### src/rtl/nios_system_nios2_qsys_0_mulx_seq_if.sv
// Request/response bundle for the sequential 32x32 multiplier.
// The master issues operations and consumes results; the slave is the multiplier.
interface nios_system_nios2_qsys_0_mulx_seq_if;
    logic        req_valid;
    logic        req_ready;
    logic [1:0]  req_op;
    logic [31:0] req_src1;
    logic [31:0] req_src2;
    logic        rsp_valid;
    logic        rsp_ready;
    logic [31:0] rsp_result;
    logic        busy;

    modport master (
        output req_valid, req_op, req_src1, req_src2, rsp_ready,
        input  req_ready, rsp_valid, rsp_result, busy
    );

    modport slave (
        input  req_valid, req_op, req_src1, req_src2, rsp_ready,
        output req_ready, rsp_valid, rsp_result, busy
    );
endinterface

### src/rtl/nios_system_nios2_qsys_0_mulx_seq.sv
// Sequential 32x32 multiplier built from one time-shared 16x16 unsigned multiplier.
// Produces the low word (mul) or the high word (mulxuu/mulxsu/mulxss).
module nios_system_nios2_qsys_0_mulx_seq #(
    parameter int unsigned EARLY_MUL = 1
) (
    input  logic clk,
    input  logic reset,
    nios_system_nios2_qsys_0_mulx_seq_if.slave bus
);

    typedef enum logic [2:0] {
        ST_IDLE = 3'd0,
        ST_PP0  = 3'd1,
        ST_PP1  = 3'd2,
        ST_PP2  = 3'd3,
        ST_PP3  = 3'd4,
        ST_FIX  = 3'd5,
        ST_DONE = 3'd6
    } state_t;

    state_t      state_r;
    state_t      state_nxt_s;
    logic [31:0] src1_r;
    logic [31:0] src2_r;
    logic [1:0]  op_r;
    logic [63:0] acc_r;
    logic [31:0] result_r;
    logic [31:0] result_nxt_s;
    logic        req_ready_r;
    logic        rsp_valid_r;
    logic        busy_r;
    logic [15:0] mul_a_s;
    logic [15:0] mul_b_s;
    logic [31:0] prod_s;
    logic [63:0] pp_s;
    logic [63:0] acc_sum_s;

    // Signed correction of the unsigned high word: subtract the operand
    // weighted by the other operand's sign bit when that operand is signed.
    function automatic logic [31:0] fix_hi(
        input logic [31:0] hi,
        input logic [31:0] a,
        input logic [31:0] b,
        input logic [1:0]  op
    );
        logic [31:0] corr_a;
        logic [31:0] corr_b;
        corr_a = (a[31] && op[1]) ? b : 32'd0;
        corr_b = (b[31] && (op == 2'b11)) ? a : 32'd0;
        return hi - corr_a - corr_b;
    endfunction

    // Operand halves fed to the shared multiplier in each partial-product state.
    always_comb begin
        mul_a_s = src1_r[15:0];
        mul_b_s = src2_r[15:0];
        case (state_r)
            ST_PP1: begin
                mul_a_s = src1_r[31:16];
                mul_b_s = src2_r[15:0];
            end
            ST_PP2: begin
                mul_a_s = src1_r[15:0];
                mul_b_s = src2_r[31:16];
            end
            ST_PP3: begin
                mul_a_s = src1_r[31:16];
                mul_b_s = src2_r[31:16];
            end
            default: begin
                mul_a_s = src1_r[15:0];
                mul_b_s = src2_r[15:0];
            end
        endcase
    end

    assign prod_s = {16'd0, mul_a_s} * {16'd0, mul_b_s};

    // Align the partial product to its weight in the 64-bit accumulator.
    always_comb begin
        pp_s = 64'd0;
        case (state_r)
            ST_PP0:          pp_s = {32'd0, prod_s};
            ST_PP1, ST_PP2:  pp_s = {16'd0, prod_s, 16'd0};
            ST_PP3:          pp_s = {prod_s, 32'd0};
            default:         pp_s = 64'd0;
        endcase
    end

    assign acc_sum_s = acc_r + pp_s;

    // Next-state and next-result selection.
    always_comb begin
        state_nxt_s  = state_r;
        result_nxt_s = result_r;
        case (state_r)
            ST_IDLE: begin
                if (bus.req_valid) begin
                    state_nxt_s = ST_PP0;
                end else begin
                    state_nxt_s = ST_IDLE;
                end
            end
            ST_PP0: state_nxt_s = ST_PP1;
            ST_PP1: state_nxt_s = ST_PP2;
            ST_PP2: begin
                // The low word is complete once aH*bH (weight 2^32) is all that remains.
                if ((op_r == 2'b00) && (EARLY_MUL != 32'd0)) begin
                    state_nxt_s  = ST_DONE;
                    result_nxt_s = acc_sum_s[31:0];
                end else begin
                    state_nxt_s = ST_PP3;
                end
            end
            ST_PP3: state_nxt_s = ST_FIX;
            ST_FIX: begin
                state_nxt_s = ST_DONE;
                if (op_r == 2'b00) begin
                    result_nxt_s = acc_r[31:0];
                end else begin
                    result_nxt_s = fix_hi(acc_r[63:32], src1_r, src2_r, op_r);
                end
            end
            ST_DONE: begin
                if (bus.rsp_ready) begin
                    state_nxt_s = ST_IDLE;
                end else begin
                    state_nxt_s = ST_DONE;
                end
            end
            default: state_nxt_s = ST_IDLE;
        endcase
    end

    // Controller state, operand capture, accumulation and registered outputs.
    always_ff @(posedge clk) begin
        if (reset) begin
            state_r     <= ST_IDLE;
            src1_r      <= 32'd0;
            src2_r      <= 32'd0;
            op_r        <= 2'b00;
            acc_r       <= 64'd0;
            result_r    <= 32'd0;
            req_ready_r <= 1'b1;
            rsp_valid_r <= 1'b0;
            busy_r      <= 1'b0;
        end else begin
            state_r     <= state_nxt_s;
            result_r    <= result_nxt_s;
            req_ready_r <= (state_nxt_s == ST_IDLE);
            rsp_valid_r <= (state_nxt_s == ST_DONE);
            busy_r      <= (state_nxt_s != ST_IDLE);
            if ((state_r == ST_IDLE) && bus.req_valid) begin
                src1_r <= bus.req_src1;
                src2_r <= bus.req_src2;
                op_r   <= bus.req_op;
                acc_r  <= 64'd0;
            end else if ((state_r == ST_PP0) || (state_r == ST_PP1) ||
                         (state_r == ST_PP2) || (state_r == ST_PP3)) begin
                acc_r <= acc_sum_s;
            end else begin
                acc_r <= acc_r;
            end
        end
    end

    assign bus.req_ready  = req_ready_r;
    assign bus.rsp_valid  = rsp_valid_r;
    assign bus.rsp_result = result_r;
    assign bus.busy       = busy_r;

endmodule

### src/flat_wrapper.sv
// flat-port wrapper written by rule: the top's interface ports become plain ports
module nios_system_nios2_qsys_0_mulx_seq_flat 
#(
    parameter int unsigned EARLY_MUL = 1
)
  (clk, reset, bus_req_valid, bus_req_op, bus_req_src1, bus_req_src2, bus_rsp_ready, bus_req_ready, bus_rsp_valid, bus_rsp_result, bus_busy);
  nios_system_nios2_qsys_0_mulx_seq_if bus_i ();
  input  logic clk;
  input  logic reset;
  input wire logic [$bits(bus_i.req_valid)-1:0] bus_req_valid;
  input wire logic [$bits(bus_i.req_op)-1:0] bus_req_op;
  input wire logic [$bits(bus_i.req_src1)-1:0] bus_req_src1;
  input wire logic [$bits(bus_i.req_src2)-1:0] bus_req_src2;
  input wire logic [$bits(bus_i.rsp_ready)-1:0] bus_rsp_ready;
  output wire logic [$bits(bus_i.req_ready)-1:0] bus_req_ready;
  output wire logic [$bits(bus_i.rsp_valid)-1:0] bus_rsp_valid;
  output wire logic [$bits(bus_i.rsp_result)-1:0] bus_rsp_result;
  output wire logic [$bits(bus_i.busy)-1:0] bus_busy;
  assign bus_i.req_valid = bus_req_valid;
  assign bus_i.req_op = bus_req_op;
  assign bus_i.req_src1 = bus_req_src1;
  assign bus_i.req_src2 = bus_req_src2;
  assign bus_i.rsp_ready = bus_rsp_ready;
  assign bus_req_ready = bus_i.req_ready;
  assign bus_rsp_valid = bus_i.rsp_valid;
  assign bus_rsp_result = bus_i.rsp_result;
  assign bus_busy = bus_i.busy;
  nios_system_nios2_qsys_0_mulx_seq #(.EARLY_MUL(EARLY_MUL)) u_core (.clk(clk), .reset(reset), .bus(bus_i));
endmodule
### config.mk
export PLATFORM = sky130hd
export DESIGN_NAME = nios_system_nios2_qsys_0_mulx_seq_flat
export DESIGN_NICKNAME = d
export VERILOG_FILES = /design/src/rtl/nios_system_nios2_qsys_0_mulx_seq_if.sv /design/src/rtl/nios_system_nios2_qsys_0_mulx_seq.sv /design/src/flat_wrapper.sv
export SDC_FILE = /design/constraint.sdc
export NUM_CORES = 1
export LEC_CHECK = 0
export BUFFER_PORTS_ARGS = -buffer_cell sky130_fd_sc_hd__buf_2
export CAP_MARGIN = 20
export CORE_MARGIN = 1
export CORE_UTILIZATION = 64
export CTS_BUF_LIST = sky130_fd_sc_hd__clkbuf_16
export DETAILED_ROUTE_END_ITERATION = 12
export PLACE_DENSITY = 0.83
export SKIP_LAST_GASP = 1
export SLEW_MARGIN = 10
export SYNTH_ARGS = -nofsm -noshare
export SYNTH_HDL_FRONTEND = slang
export SYNTH_SLANG_ARGS = --single-unit
### constraint.sdc
create_clock -name clk -period 11.25 [get_ports clk]
set_clock_uncertainty 0.1 [all_clocks]
set_input_delay 0.5625 -clock clk [delete_from_list [all_inputs] [get_ports clk]]
set_output_delay 0.5625 -clock clk [all_outputs]
set_load 0.005 [all_outputs]
==> results_dict.tcl <==
set metrics [dict create \
    r2r_start "u_core.state_r[2]$_SDFF_PP0_" \
    met2_usage_pct 65.91 \
    place_area_mm2 0.02274 \
    utilization_pct 69.95 \
    cp_common_cell "fa_1" \
    cp_slowest_cell "or4b_2" \
    clockRootBuffer "clkbuf_16" \
    setup.worst_path.class "flip-flop to flip-flop" \
    p_total_mw 2.037 \
    synth_compound_area_share_pct 18.52 \
    yosys.area_share.simple_pct 18.62 \
    fillers 2767 \
    first_global_vias 20305 \
    grtUsageTotal_pct 44.96 \
    hp-class "input port to flip-flop" \
    p_int_mw 1.191 \
    period_share_pct 96.41 \
    grt_max_degree 80 \
    p_leak_nw 10.76 \
    hold_ws_ns 0.2312 \
    synthArstFlopShare_pct 0 \
    grt_use_met1_pct 57.89 \
    path_clk_slew_ns 0.08 \
    yosys_warnings 0 \
    fin_crit_ns 10.85 \
    wl_per_cell_um 23.18 \
    comb_power_share_pct 36.3 \
    slew_viol_final 0 \
    area_growth_pct 8.017 \
    clkLatencyLatePin_ns 0.47 \
    fin_cells 3289 \
    synth-edff-count 0 \
    grt_overflow_total 0 \
    die_area_mm2 0.03459 \
    gr-usage-met3_pct 16.55 \
    dp_slack_ns 0.4551 \
    synth_top_family_by_area "adder cells" \
    numPortBuffers 104 \
    cp-start-kind "flip-flop" \
    max-vdd-ir-drop_mv 0.1128 \
    setup_ws_ns 0.4043 \
    ioPinCount 105 \
    die_w_um 186.0 \
    rsz0062_at_grt "no" \
    clock-sinks 168 \
    grt_pass1_wl_mm 115.0 \
    reg2reg_depth 36 \
    first_pass_iters 6 \
    cts.htree.levels 4 \
    final_common_cell "nand2_1" \
    top_usage_layer "met2" \
    synthXorXnorAreaFrac_pct 4.569 \
    cp.arrival_ns 11.09 \
    pwr-share-seq_pct 33.1 \
    p_per_area_mw_per_mm2 87.06 \
    seq_area_frac_synth_pct 15.53 \
    slew_headroom_pct 23.62 \
    clockBufferDepth 2 \
    worstSetupStartpoint "u_core.state_r[2]$_SDFF_PP0_" \
    dr_total_vias 21096 \
    place_inst 3254 \
    tritoncts "built" \
    chipHeight_um 186.0 \
    cp_slowest_stage_delay_ns 0.62 \
    synthFlopType "dfxtp_1" \
    synthMuxAreaShare_pct 3.246 \
    r2r_slack_ns 0.40 \
    drc 0 \
    worstMarginPinSlew_ns 1.146 \
    via_per_inst 6.414 \
    synth_fa_ha_area_share_pct 32.44 \
    crit_fanout 32 \
    status "finished clean" \
    p_sw_mw 0.8463 \
    dpl.hpwl_mm 61.58 \
    yosys_register_bits 168 \
    syn_inst 2768 \
    tns_ns 0 \
    setup_violations 0 \
    clkPwrFrac_pct 30.6 \
    syn_avg_cell_area_um2 7.826 \
    hold_start "bus_req_src1[21]" \
    drive_gt1_share_pct 9.863 \
    required_ns 11.50 \
    final_hold_viol_count 0 \
    core_area_mm2 0.03345 \
    finalWirelength_mm 76.23 \
    cts_resized 0 \
    maxCapViolations 0 \
    syn-cell-area_mm2 0.02166 \
    postCtsHoldBufs 0 \
    drt_iter0_drc 2396 \
    sw_frac_of_total_pct 41.54 \
    clock.fmax_ghz 0.09220 \
    post-cts-setup-buffers 0 \
    nets 3322 \
    min_path_cells 3 \
    rows 67 \
    place_congestion 1.087 \
    antenna_found_initial 4 \
    syn_nets 3264 \
    numCtsBuffers 17 \
    synthDistinctLibCells 86 \
    initial_core_util_pct 64.76 \
    final_antenna_net_count 0 \
    layout.cells.most_common_list "nand2_1, a21oi_1, inv_1, nor2_1, fa_1" \
    cp-end-kind "flip-flop" \
    final_cell_area_mm2 0.02340 \
]
power by group through the flow:
stage | logic, mW | clock network [mW] | registers, mW
final | 0.740 | 0.623 | 0.675
after global routing | 0.789 | 0.646 | 0.675
after floorplan | 0.460 | 0 | 0.656
after global placement | 0.695 | 0 | 0.682
after CTS | 0.715 | 0.622 | 0.670
after detailed placement | 0.706 | 0 | 0.683
cells by family (layout without fill, tap and decap cells):
| kind of cell | Yosys count | count (layout) |
|---|---|---|
| AO/OA/AOI/OAI | 636 | 636 |
| XOR/XNOR | 113 | 113 |
| adder cells (fa/ha/maj) | 426 | 426 |
| buffers and inverters | 395 | 466 |
| flip-flops | 168 | 168 |
| multiplexers | 66 | 66 |
| other | 0 | 2 |
| AND/OR/NAND/NOR | 964 | 964 |
worst max-delay path: cells and delay by family (launching register included):
| kind | cells | cell delay (ns) |
|---|---|---|
| adder cells (fa/ha/maj) | 8 | 3.63 |
| AO/OA/AOI/OAI | 16 | 3.51 |
| AND/OR/NAND/NOR | 5 | 1.31 |
| multiplexers | 1 | 0.60 |
| flip-flops | 1 | 0.58 |
| buffers and inverters | 5 | 0.48 |
| XOR/XNOR | 1 | 0.46 |
state kept, by name (all words and copies together), names as in the netlist:
| name | flops |
|---|---|
| u_core.bus.rsp_valid | 1 |
| u_core.src2_r | 32 |
| u_core.op_r | 2 |
| u_core.bus.rsp_result | 32 |
| u_core.state_r | 3 |
| u_core.acc_r | 64 |
| u_core.bus.req_ready | 1 |
| u_core.bus.busy | 1 |
| u_core.src1_r | 32 |
cell usage after synthesis, types with 5 or more instances:
| library cell | number | share of area [%] |
|---|---|---|
| a211oi_1 | 30 | 1.0 |
| a21o_1 | 67 | 2.3 |
| a21oi_1 | 277 | 6.4 |
| a22o_1 | 21 | 0.85 |
| a31oi_1 | 16 | 0.46 |
| a41oi_1 | 5 | 0.20 |
| and2_1 | 28 | 0.81 |
| and3_1 | 10 | 0.29 |
| clkbuf_1 | 112 | 1.9 |
| dfxtp_1 | 168 | 16 |
| fa_1 | 226 | 21 |
| ha_1 | 200 | 12 |
| inv_1 | 271 | 4.7 |
| mux2_2 | 30 | 1.6 |
| mux2i_1 | 35 | 1.6 |
| nand2_1 | 549 | 9.5 |
| nand2b_1 | 14 | 0.40 |
| nand3_1 | 24 | 0.55 |
| nand4_1 | 19 | 0.55 |
| nor2_1 | 239 | 4.1 |
| nor2b_1 | 12 | 0.35 |
| nor3_1 | 29 | 0.67 |
| o211ai_1 | 21 | 0.73 |
| o21a_1 | 8 | 0.28 |
| o21ai_0 | 82 | 1.9 |
| o21ai_1 | 6 | 0.14 |
| o21bai_1 | 21 | 0.73 |
| o22ai_1 | 14 | 0.40 |
| o31ai_1 | 7 | 0.24 |
| or2_2 | 9 | 0.26 |
| or3_1 | 6 | 0.17 |
| xnor2_1 | 70 | 2.8 |
| xor2_1 | 43 | 1.7 |
routing by layer:
| layer | vias to the layer above | share of wire [%] | wire length, um |
|---|---|---|---|
| met4 | 6 | 5.3 | 4041 |
| met1 | 10069 | 38 | 29020 |
| met5 | - | 0.11 | 83 |
| met3 | 290 | 14 | 10850 |
| li1 | 9363 | - | - |
| met2 | 1368 | 42 | 32240 |
final cells by class:
type | count | area, um^2 | share of cell area (%)
Antenna cell | 2 | 5.005 | 0.02139
Clock buffer | 17 | 425.4 | 1.818
Clock inverter | 15 | 176.4 | 0.7540
Inverter | 271 | 1017 | 4.347
Multi-Input combinational cell | 2205 | 16850 | 72.02
Sequential cell | 168 | 3363 | 14.37
Tap cell | 448 | 560.5 | 2.396
Timing Repair Buffer | 163 | 998.5 | 4.267
worst paths after layout:
check                                          endpoint
hold reg to reg   u_core.bus.rsp_result[9]$_SDFFE_PP0P_
setup / recovery          u_core.acc_r[57]$_SDFFE_PP0P_
setup reg to reg          u_core.acc_r[57]$_SDFFE_PP0P_
hold / removal           u_core.src1_r[21]$_SDFFE_PP0P_
Power figures use the tool's default switching activity.
